File: config.mk
export PLATFORM = sky130hd
export DESIGN_NAME = fifo_tx_serializer_flat
export DESIGN_NICKNAME = d
export VERILOG_FILES = /design/src/rtl/fifo_tx_serializer_if.sv /design/src/rtl/fifo_tx_serializer.sv /design/src/flat_wrapper.sv
export SDC_FILE = /design/constraint.sdc
export NUM_CORES = 1
export LEC_CHECK = 0
export ABC_AREA = 1
export CORE_MARGIN = 10
export CORE_UTILIZATION = 45
export DETAILED_ROUTE_END_ITERATION = 10
export PLACE_DENSITY = 0.77
export SYNTH_ARGS = -nofsm -noshare
export SYNTH_HDL_FRONTEND = slang
export SYNTH_SLANG_ARGS = --single-unit
File: constraint.sdc
create_clock -name clk_i -period 1.4 [get_ports clk_i]
set_clock_uncertainty 0.1 [all_clocks]
set_input_delay 0.21 -clock clk_i [delete_from_list [all_inputs] [get_ports clk_i]]
set_output_delay 0.21 -clock clk_i [all_outputs]
set_load 0.005 [all_outputs]
File: src/rtl/fifo_tx_serializer_if.sv
// -----------------------------------------------------------------------------
// fifo_tx_serializer_if
//
// Read-side connection between a synchronous FIFO and the serializer that
// consumes it.
//
// Handshake: the consumer raises rd_en for exactly one cycle. It does so only
// after it has sampled empty=0. The FIFO presents the popped word on rdata in
// the following cycle. The consumer keeps at most one read in flight, so no
// ready/valid back-pressure is needed.
//
// Signals:
//   empty  FIFO -> consumer  FIFO holds no words
//   rdata  FIFO -> consumer  registered read data, valid the cycle after rd_en
//   rd_en  consumer -> FIFO  single-cycle read request
//
// Modports:
//   master  serializer side (drives rd_en)
//   slave   FIFO side (drives empty and rdata)
// -----------------------------------------------------------------------------
interface fifo_tx_serializer_if #(
    parameter int WIDTH = 4
);
    logic             empty;
    logic [WIDTH-1:0] rdata;
    logic             rd_en;

    modport master (
        input  empty,
        input  rdata,
        output rd_en
    );

    modport slave (
        output empty,
        output rdata,
        input  rd_en
    );
endinterface

File: src/rtl/fifo_tx_serializer.sv
// -----------------------------------------------------------------------------
// fifo_tx_serializer
//
// Pops words one at a time from a synchronous FIFO and sends each word on a
// UART-style line. A frame is a start bit (0), then the data bits LSB first,
// then a stop bit (1). Each bit lasts CLKS_PER_BIT clocks.
//
// Optional feature: define FIFO_TX_PARITY_EN to add an even-parity bit
// between the last data bit and the stop bit.
//
// Ports:
//   clk_i        system clock; all logic runs on the rising edge
//   rst_i        synchronous active-high reset; aborts any frame in progress
//   enable_i     allows a new word to be fetched while the block is idle
//   fifo         FIFO read port (master modport: empty/rdata in, rd_en out)
//   tx_o         serial line; idles high
//   busy_o       high in every state except IDLE
//   frame_cnt_o  count of completed frames; wraps from 255 to 0
//   state_o      current FSM state encoding, for observation
//
// State encoding on state_o:
//   0 IDLE, 1 REQ, 2 CAP, 3 START, 4 DATA, 5 STOP, 6 PAR
// -----------------------------------------------------------------------------
module fifo_tx_serializer #(
    parameter int WIDTH        = 4,
    parameter int CLKS_PER_BIT = 4,
    parameter int CNT_WIDTH    = $clog2(CLKS_PER_BIT) + 1
) (
    input  logic                          clk_i,
    input  logic                          rst_i,
    input  logic                          enable_i,
    fifo_tx_serializer_if.master          fifo,
    output logic                          tx_o,
    output logic                          busy_o,
    output logic [7:0]                    frame_cnt_o,
    output logic [2:0]                    state_o
);

    localparam int BIT_W = $clog2(WIDTH) + 1;

    typedef enum logic [2:0] {
        S_IDLE  = 3'd0,
        S_REQ   = 3'd1,
        S_CAP   = 3'd2,
        S_START = 3'd3,
        S_DATA  = 3'd4,
        S_STOP  = 3'd5
`ifdef FIFO_TX_PARITY_EN
        , S_PAR = 3'd6
`endif
    } state_t;

    state_t               state_q;
    state_t               state_d;
    logic [WIDTH-1:0]     shift_q;
    logic [BIT_W-1:0]     bit_idx_q;
    logic [CNT_WIDTH-1:0] cnt_q;
    logic [7:0]           frame_cnt_q;
    logic                 period_done;
    logic                 last_bit;

`ifdef FIFO_TX_PARITY_EN
    logic                 parity_q;
`endif

    // The period counter is cleared in CAP, so it starts every bit period at 0.
    assign period_done = (cnt_q == CNT_WIDTH'(CLKS_PER_BIT - 1));
    assign last_bit    = (bit_idx_q == BIT_W'(WIDTH - 1));

    // ------------------------------------------------------------------
    // State register
    // ------------------------------------------------------------------
    always_ff @(posedge clk_i) begin
        if (rst_i) begin
            state_q <= S_IDLE;
        end else begin
            state_q <= state_d;
        end
    end

    // ------------------------------------------------------------------
    // Next-state logic
    // ------------------------------------------------------------------
    always_comb begin
        state_d = state_q;
        case (state_q)
            S_IDLE: begin
                // empty is looked at only here, so every fetch follows a
                // non-empty sample.
                if (enable_i && !fifo.empty) begin
                    state_d = S_REQ;
                end
            end
            S_REQ:   state_d = S_CAP;
            S_CAP:   state_d = S_START;
            S_START: begin
                if (period_done) begin
                    state_d = S_DATA;
                end
            end
            S_DATA: begin
                if (period_done && last_bit) begin
`ifdef FIFO_TX_PARITY_EN
                    state_d = S_PAR;
`else
                    state_d = S_STOP;
`endif
                end
            end
`ifdef FIFO_TX_PARITY_EN
            S_PAR: begin
                if (period_done) begin
                    state_d = S_STOP;
                end
            end
`endif
            S_STOP: begin
                if (period_done) begin
                    state_d = S_IDLE;
                end
            end
            default: state_d = S_IDLE;
        endcase
    end

    // ------------------------------------------------------------------
    // Output logic (Moore: state plus registered datapath bits)
    // ------------------------------------------------------------------
    always_comb begin
        tx_o         = 1'b1;
        fifo.rd_en   = 1'b0;
        busy_o       = (state_q != S_IDLE);
        case (state_q)
            S_REQ:   fifo.rd_en = 1'b1;
            S_START: tx_o = 1'b0;
            S_DATA:  tx_o = shift_q[0];
`ifdef FIFO_TX_PARITY_EN
            S_PAR:   tx_o = parity_q;
`endif
            default: tx_o = 1'b1;
        endcase
    end

    assign frame_cnt_o = frame_cnt_q;
    assign state_o     = state_q;

    // ------------------------------------------------------------------
    // Datapath: shift register, bit index, period counter, frame counter
    // ------------------------------------------------------------------
    always_ff @(posedge clk_i) begin
        if (rst_i) begin
            shift_q     <= '0;
            bit_idx_q   <= '0;
            cnt_q       <= '0;
            frame_cnt_q <= '0;
        end else begin
            case (state_q)
                S_CAP: begin
                    // rdata is valid now, one cycle after the REQ pulse.
                    shift_q   <= fifo.rdata;
                    bit_idx_q <= '0;
                    cnt_q     <= '0;
                end
                S_START: begin
                    cnt_q <= period_done ? '0 : cnt_q + CNT_WIDTH'(1);
                end
                S_DATA: begin
                    if (period_done) begin
                        cnt_q     <= '0;
                        shift_q   <= shift_q >> 1;
                        bit_idx_q <= bit_idx_q + BIT_W'(1);
                    end else begin
                        cnt_q <= cnt_q + CNT_WIDTH'(1);
                    end
                end
`ifdef FIFO_TX_PARITY_EN
                S_PAR: begin
                    cnt_q <= period_done ? '0 : cnt_q + CNT_WIDTH'(1);
                end
`endif
                S_STOP: begin
                    if (period_done) begin
                        cnt_q       <= '0;
                        frame_cnt_q <= frame_cnt_q + 8'd1;
                    end else begin
                        cnt_q <= cnt_q + CNT_WIDTH'(1);
                    end
                end
                default: cnt_q <= '0;
            endcase
        end
    end

`ifdef FIFO_TX_PARITY_EN
    // Parity is taken from the captured word, because the shift register is
    // consumed while the data bits go out.
    always_ff @(posedge clk_i) begin
        if (rst_i) begin
            parity_q <= 1'b0;
        end else if (state_q == S_CAP) begin
            parity_q <= ^fifo.rdata;
        end
    end
`endif

endmodule

File: src/flat_wrapper.sv
// flat-port wrapper written by rule: the top's interface ports become plain ports
module fifo_tx_serializer_flat 
#(
    parameter int WIDTH        = 4,
    parameter int CLKS_PER_BIT = 4,
    parameter int CNT_WIDTH    = $clog2(CLKS_PER_BIT) + 1
)
  (clk_i, rst_i, enable_i, tx_o, busy_o, frame_cnt_o, state_o, fifo_empty, fifo_rdata, fifo_rd_en);
  fifo_tx_serializer_if #(.WIDTH(WIDTH)) fifo_i ();
  input  logic clk_i;
  input  logic rst_i;
  input  logic enable_i;
  output logic tx_o;
  output logic busy_o;
  output logic [7:0] frame_cnt_o;
  output logic [2:0] state_o;
  input wire logic [$bits(fifo_i.empty)-1:0] fifo_empty;
  input wire logic [$bits(fifo_i.rdata)-1:0] fifo_rdata;
  output wire logic [$bits(fifo_i.rd_en)-1:0] fifo_rd_en;
  assign fifo_i.empty = fifo_empty;
  assign fifo_i.rdata = fifo_rdata;
  assign fifo_rd_en = fifo_i.rd_en;
  fifo_tx_serializer #(.WIDTH(WIDTH), .CLKS_PER_BIT(CLKS_PER_BIT), .CNT_WIDTH(CNT_WIDTH)) u_core (.clk_i(clk_i), .rst_i(rst_i), .enable_i(enable_i), .fifo(fifo_i), .tx_o(tx_o), .busy_o(busy_o), .frame_cnt_o(frame_cnt_o), .state_o(state_o));
endmodule
==> results of run 1 <==
-- cell usage in the layout, fill, tap and decap left out, types with 2 or more instances in the layout --
master | synthesis | layout
a21oi_1 | 9 | 5
a21oi_2 | 0 | 3
buf_2 | 1 | 3
buf_4 | 1 | 21
buf_6 | 0 | 8
clkbuf_4 | 0 | 3
clkdlybuf4s15_1 | 0 | 3
clkdlybuf4s50_1 | 0 | 7
dfxtp_1 | 21 | 7
dfxtp_2 | 0 | 12
dfxtp_4 | 0 | 2
dlygate4sd2_1 | 0 | 8
ha_1 | 5 | 3
ha_4 | 0 | 2
inv_1 | 10 | 9
inv_4 | 1 | 4
nand2_1 | 49 | 44
nand2_2 | 0 | 3
nand2_4 | 3 | 4
nand2_8 | 0 | 2
nand3_1 | 6 | 3
nand3_2 | 0 | 3
nand3b_1 | 2 | 2
nand4_1 | 4 | 4
nor2_1 | 25 | 20
nor2_2 | 2 | 5
nor2_4 | 1 | 3
nor3_2 | 1 | 2
o21ai_1 | 1 | 4
o21ai_2 | 0 | 4
-- kinds of logic after synthesis --
group	Yosys count	share of synthesized area [%]
AND/OR/NAND/NOR	97	40.9
flip-flops	21	38.0
AO/OA/AOI/OAI	19	8.70
buffers and inverters	18	6.78
adder cells (fa/ha/maj)	5	5.65
-- stage by stage --
| step | setup WS (ps) | cell area (um^2) | hold slack [ps] | total power, mW | cells |
|---|---|---|---|---|---|
| 2_1_floorplan | -3.13 | 1130 | 283 | 1.35 | 160 |
| 3_3_place_gp | -110 | 1490 | 314 | 1.77 | 223 |
| 3_5_place_dp | -138 | 1490 | 334 | 1.82 | 223 |
| 4_1_cts | -88.6 | 1610 | 350 | 2.16 | 236 |
| 5_1_grt | -152 | 1780 | 357 | 2.58 | 240 |
| 6_report | -75.1 | 1780 | 349 | 2.42 | 240 |
-- worst max-delay path: cells and delay by family (launching register included) --
kind | cells | cell delay, ps
adders and majority gates | 2 | 300
DFF | 1 | 370
and+or+nand+nor | 5 | 610
-- worst max path at each step --
stage	startpoint	end	cells after the start	slack, ps
3_5_place_dp	u_core.state_o[1]	tx_o	5	-140
3_3_place_gp	u_core.state_o[1]	tx_o	5	-110
6_report	u_core.cnt_q[0]	u_core.frame_cnt_o[4]	7	-80
4_1_cts	u_core.state_o[2]	busy_o	4	-90
2_1_floorplan	u_core.cnt_q[1]	u_core.frame_cnt_o[4]	7	-3
5_1_grt	u_core.state_o[0]	tx_o	6	-150
-- metal layers --
layer | vias to the layer above | share of wire (%) | track usage, % | wire length [um]
li1 | 619 | - | - | -
met1 | 582 | 41 | 13.9 | 1430
met2 | 42 | 51 | 23.1 | 1780
met3 | 7 | 6.4 | 3.14 | 225
met4 | 0 | 2.2 | 5.32 | 78
met5 | - | 0 | 0 | 0
-- sequential cells by signal, summed over array words and instances (netlist names) --
signal and cells:
u_core.cnt_q 3, u_core.state_o 3, u_core.bit_idx_q 3, u_core.frame_cnt_o 8, u_core.shift_q 4
-- power by group --
part | total, mW | leakage, nW | switching (mW) | internal [mW]
registers | 0.825 | 0.178 | 0.103 | 0.721
logic | 1.29 | 0.586 | 0.695 | 0.595
clock network | 0.308 | 0.0150 | 0.196 | 0.112
-- what timing repair did --
action | CTS | global route
gates cloned | 0 | 1
buffers inserted | 9 | 3
gates resized for setup | 45 | 47
hold buffers | 0 | 0
setup endpoints to repair | 19 | 21
pin swaps | 4 | 11
-- area by class of cell --
type	count	area [um^2]	share of cell area, %
Clock buffer	4	26.3	1.47
Inverter	15	73.8	4.14
Multi-Input combinational cell	122	773	43.3
Sequential cell	21	443	24.8
Tap cell	28	35.0	1.96
Timing Repair Buffer	50	433	24.3
==> impl_metrics.ini, run 1 <==
[yosys]
synth_commonest_cells = nand2_1, nor2_1, dfxtp_1
synth.distinct_cells = 24
avgSynthCellArea_um2 = 6.92
yosys-top-cells-area = dfxtp_1, nand2_1, nor2_1
synth_top_area_cell = dfxtp_1
syn_area_mm2 = 0.00111
netlist.area_leader.share_pct = 38.0
synth_top_flop_cell = dfxtp_1
seq_area_frac_synth_pct = 38.0
ys_warn_count = 0
synthCells = 160
ys_ff_latch = 21
synth_edf_count = 0
synth-async-reset-ratio_pct = 0
yosysMostFrequentCell = nand2_1
synth_nets = 173

[worst_setup_path]
cpPeakStageDelay_ps = 370
worstPathCellList = ha_4, ha_4, nand4_1, nor3_2, nand2_1, nand2_1, nor2_1
end_kind = register
reg2reg_slack_ps = -80
cp-start-kind = register
crit_type = register to register
r2r-end = u_core.frame_cnt_o[4]
worstPathArrival_ps = 1600
crit_fanout = 4
worstPathRequired_ps = 1530
ff2ff_path_depth = 7
slowest_stage = dfxtp_2
r2r_start = u_core.cnt_q[0]

[hold_path]
whs_path_depth = 1
worstHoldStart = u_core.cnt_q[0]
worstHoldPathType = register to register
hold_end = u_core.cnt_q[0]

[finish]
nets = 226
utilization_pct = 78.4
synthToLayoutAreaGrowth_pct = 61.1
nFillCells = 145
diodes = 0
drive_above_1_share_pct = 42.0

[die]
die_width_um = 69.6
io_pins = 22
coreArea_mm2 = 0.00228
die_h_um = 69.6
die_area_mm2 = 0.00484
initial_core_util_pct = 48.7
rows = 17

[placement]
port_buffers = 21
gp_congestion = 0.774
hpwl_mm = 2.23

[power_and_ir_drop]
leakage_nw = 0.779
cellPowerDensity_mw_per_mm2 = 1360
vdd_drop_max_uv = 1260

[clock_tree]
h-tree-depth = 1
clkTransAtPathRegs_ps = 120
clock_latency_ps = 320
cts_tree = built
numCtsBuffers = 3
cts_sinks = 21
clockBufferDepth = 2
cts-root-buf = clkbuf_4

[flow_run]
drv_cap = 0

[sta]
rsz0062_at_grt = true
fmax_mhz = 678
fin_crit_ps = 1480
fin_tns_setup_ps = -271
finalHoldViolations = 0
setup_viol = 6
timing.slew.headroom_pct = 74.9
finalWorstSetupSlack_ps = -75.1
final_min_period_over_clock_period_pct = 105
tightest_slew_ps = 377
final-max-slew-violation-count = 0

[drt]
postRouteAntennaNets = 0
first_pass_iters = 5
drc = 0
totalWireLength_mm = 3.52
via_count = 1250
drt_iter0_markers = 57
wl_per_cell_um = 14.6
via_per_inst = 5.21

[global_route]
track_usage_pct = 12.9
grt_antenna_before_repair = 0
grt_max_degree = 12
overflow = 0
grt_pass1_vias = 1211
grt_pass1_wl_mm = 5.37

[status]
outcome = finished, violations left
violations = negative setup slack
No activity file was read; power rests on OpenSTA's default activity.
==> run 2, diff against run 1 <==
--- a/config.mk
+++ b/config.mk
@@ -6,8 +6,8 @@
 export NUM_CORES = 1
 export LEC_CHECK = 0
 export ABC_AREA = 1
-export CORE_MARGIN = 10
 export CORE_UTILIZATION = 45
+export CTS_CLUSTER_SIZE = 20
 export DETAILED_ROUTE_END_ITERATION = 10
 export PLACE_DENSITY = 0.77
 export SYNTH_ARGS = -nofsm -noshare
==> constraint.sdc (replaced) <==
create_clock -name clk_i -period 1.4 [get_ports clk_i]
set_clock_uncertainty 0.1 [all_clocks]
set_input_delay 0.21 -clock clk_i [delete_from_list [all_inputs] [get_ports clk_i]]
set_output_delay 0.21 -clock clk_i [all_outputs]
set_load 0.02 [all_outputs]
==> impl_metrics.ini, run 2 (same netlist as run 1, synthesis figures left out) <==
[status]
outcome = finished, violations left
violations = negative setup slack

[clock_tree]
cts_tree = built
clock_latency_ps = 320
h-tree-depth = 1
clkTransAtPathRegs_ps = 120
cts_sinks = 21
cts_hold_buf = 0
clockBufferDepth = 2
cts-root-buf = clkbuf_4
numCtsBuffers = 3

[die]
die_area_mm2 = 0.00266
rows = 17
initial_core_util_pct = 48.7
coreArea_mm2 = 0.00228
die_width_um = 51.6
die_h_um = 51.6
io_pins = 22

[hold_path]
worstHoldStart = u_core.cnt_q[0]
hold_end = u_core.cnt_q[0]
worstHoldPathType = register to register
whs_path_depth = 1

[finish]
nets = 218
utilization_pct = 72.5
drive_above_1_share_pct = 33.3
diodes = 0
layout_commonest_cell = nand2_1
synthToLayoutAreaGrowth_pct = 49.0
final_area_mm2 = 0.00165
largest_reg_flops = 8
final_cell_mix = nand2_1, nor2_1, buf_4

[global_route]
overflow = 0
grt_pass1_vias = 1122
track_usage_pct = 24.0
grt_max_degree = 12
grt_pass1_wl_mm = 4.71
grt_antenna_before_repair = 0

[sta]
timing.slew.headroom_pct = 83.7
fmax_mhz = 652
final-max-slew-violation-count = 0
setup_viol = 3
finalWorstSetupSlack_ps = -134
final_min_period_over_clock_period_pct = 110
rsz0062_at_grt = true
fin_crit_ps = 1530
hold_ws_ps = 343
fin_tns_setup_ps = -289
finalHoldViolations = 0
tightest_slew_ps = 244

[drt]
wl_per_cell_um = 12.7
drc = 0
totalWireLength_mm = 2.95
drt_iter0_markers = 31
postRouteAntennaNets = 0
via_per_inst = 5.20
via_count = 1207
first_pass_iters = 4

[worst_setup_path]
r2r_start = u_core.cnt_q[0]
end_kind = output pin
cpPeakStageDelay_ps = 390
crit_type = register to output pin
worstPathRequired_ps = 1090
r2r-end = u_core.frame_cnt_o[2]
cp-start-kind = register
slowest_stage = dfxtp_4
worstPathCellList = inv_4, nand2_4, nor2_8, nand2_2, o21ai_2, buf_6
reg2reg_slack_ps = 0
ff2ff_path_depth = 6
worstPathArrival_ps = 1220
crit_fanout = 4

[power_and_ir_drop]
leakage_nw = 0.734
cellPowerDensity_mw_per_mm2 = 1510
vdd_drop_max_uv = 1230

[flow_run]
drv_cap = 0

[placement]
dpl_cell_area_mm2 = 0.00152
port_buffers = 21
dpl_worst_slack_ps = -248
hpwl_mm = 1.97
gp_congestion = 0.820
[run 2: cell types whose count changed in the layout (fill, tap and decap cells not counted), moves of 3 or more]
cell and delta:
dfxtp_2 -9, nor2_1 +3, o21ai_0 +3, a21oi_2 -3, dfxtp_1 +8, a21oi_1 +4, buf_4 -5, nor2_2 -3
[run 2: cell type report]
class / count / area (um^2)
Sequential cell: 21 / 435
Multi-Input combinational cell: 121 / 702
Timing Repair Buffer: 43 / 383
Fill cell: 191 / 626
Inverter: 15 / 68.8
Tap cell: 28 / 35.0
Clock buffer: 4 / 26.3
[run 2: worst max-delay path by stage]
| stage | cells after the start | slack (ps) | start | end |
|---|---|---|---|---|
| floorplan | 7 | -7 | u_core.cnt_q[1] | u_core.frame_cnt_o[4] |
| global placement | 6 | -190 | u_core.state_o[0] | tx_o |
| detailed placement | 6 | -250 | u_core.state_o[0] | tx_o |
| CTS | 6 | -150 | u_core.state_o[0] | tx_o |
| global route | 6 | -170 | u_core.state_o[0] | tx_o |
| finish | 6 | -130 | u_core.state_o[0] | tx_o |
[run 2: report_power, final]
| group | switching [mW] | internal, mW | leakage [nW] |
|---|---|---|---|
| clock | 0.196 | 0.112 | 0.0150 |
| combinational | 0.736 | 0.621 | 0.545 |
| sequential | 0.107 | 0.726 | 0.174 |
| total | 1.04 | 1.46 | 0.734 |
[run 2: layer usage]
metal / GRT usage, % / share of wire [%] / vias to the layer above
met5: 0 / 0 / -
met4: 10.4 / 1.5 / 0
met3: 2.63 / 4.4 / 5
met2: 43.5 / 52 / 37
met1: 28.2 / 42 / 556
li1: - / - / 609
[run 2: stage by stage]
step / std cells / power [mW]
CTS: 229 / 2.33
floorplan: 160 / 1.46
global placement: 224 / 1.90
detailed placement: 224 / 1.94
finish: 232 / 2.50
global route: 232 / 2.65
[run 2: critical path: cells and delay by family (launching register included)]
kind	cells	cell delay, ps
AOI/OAI and AO/OA	1	60
buffers and inverters	2	210
DFF	1	390
and+or+nand+nor	3	240
[run 2: timing repair]
action	CTS	global route
pin swaps	2	3
setup endpoints to repair	18	21
buffers inserted	1	3
resized for setup	46	29
cloned	0	0
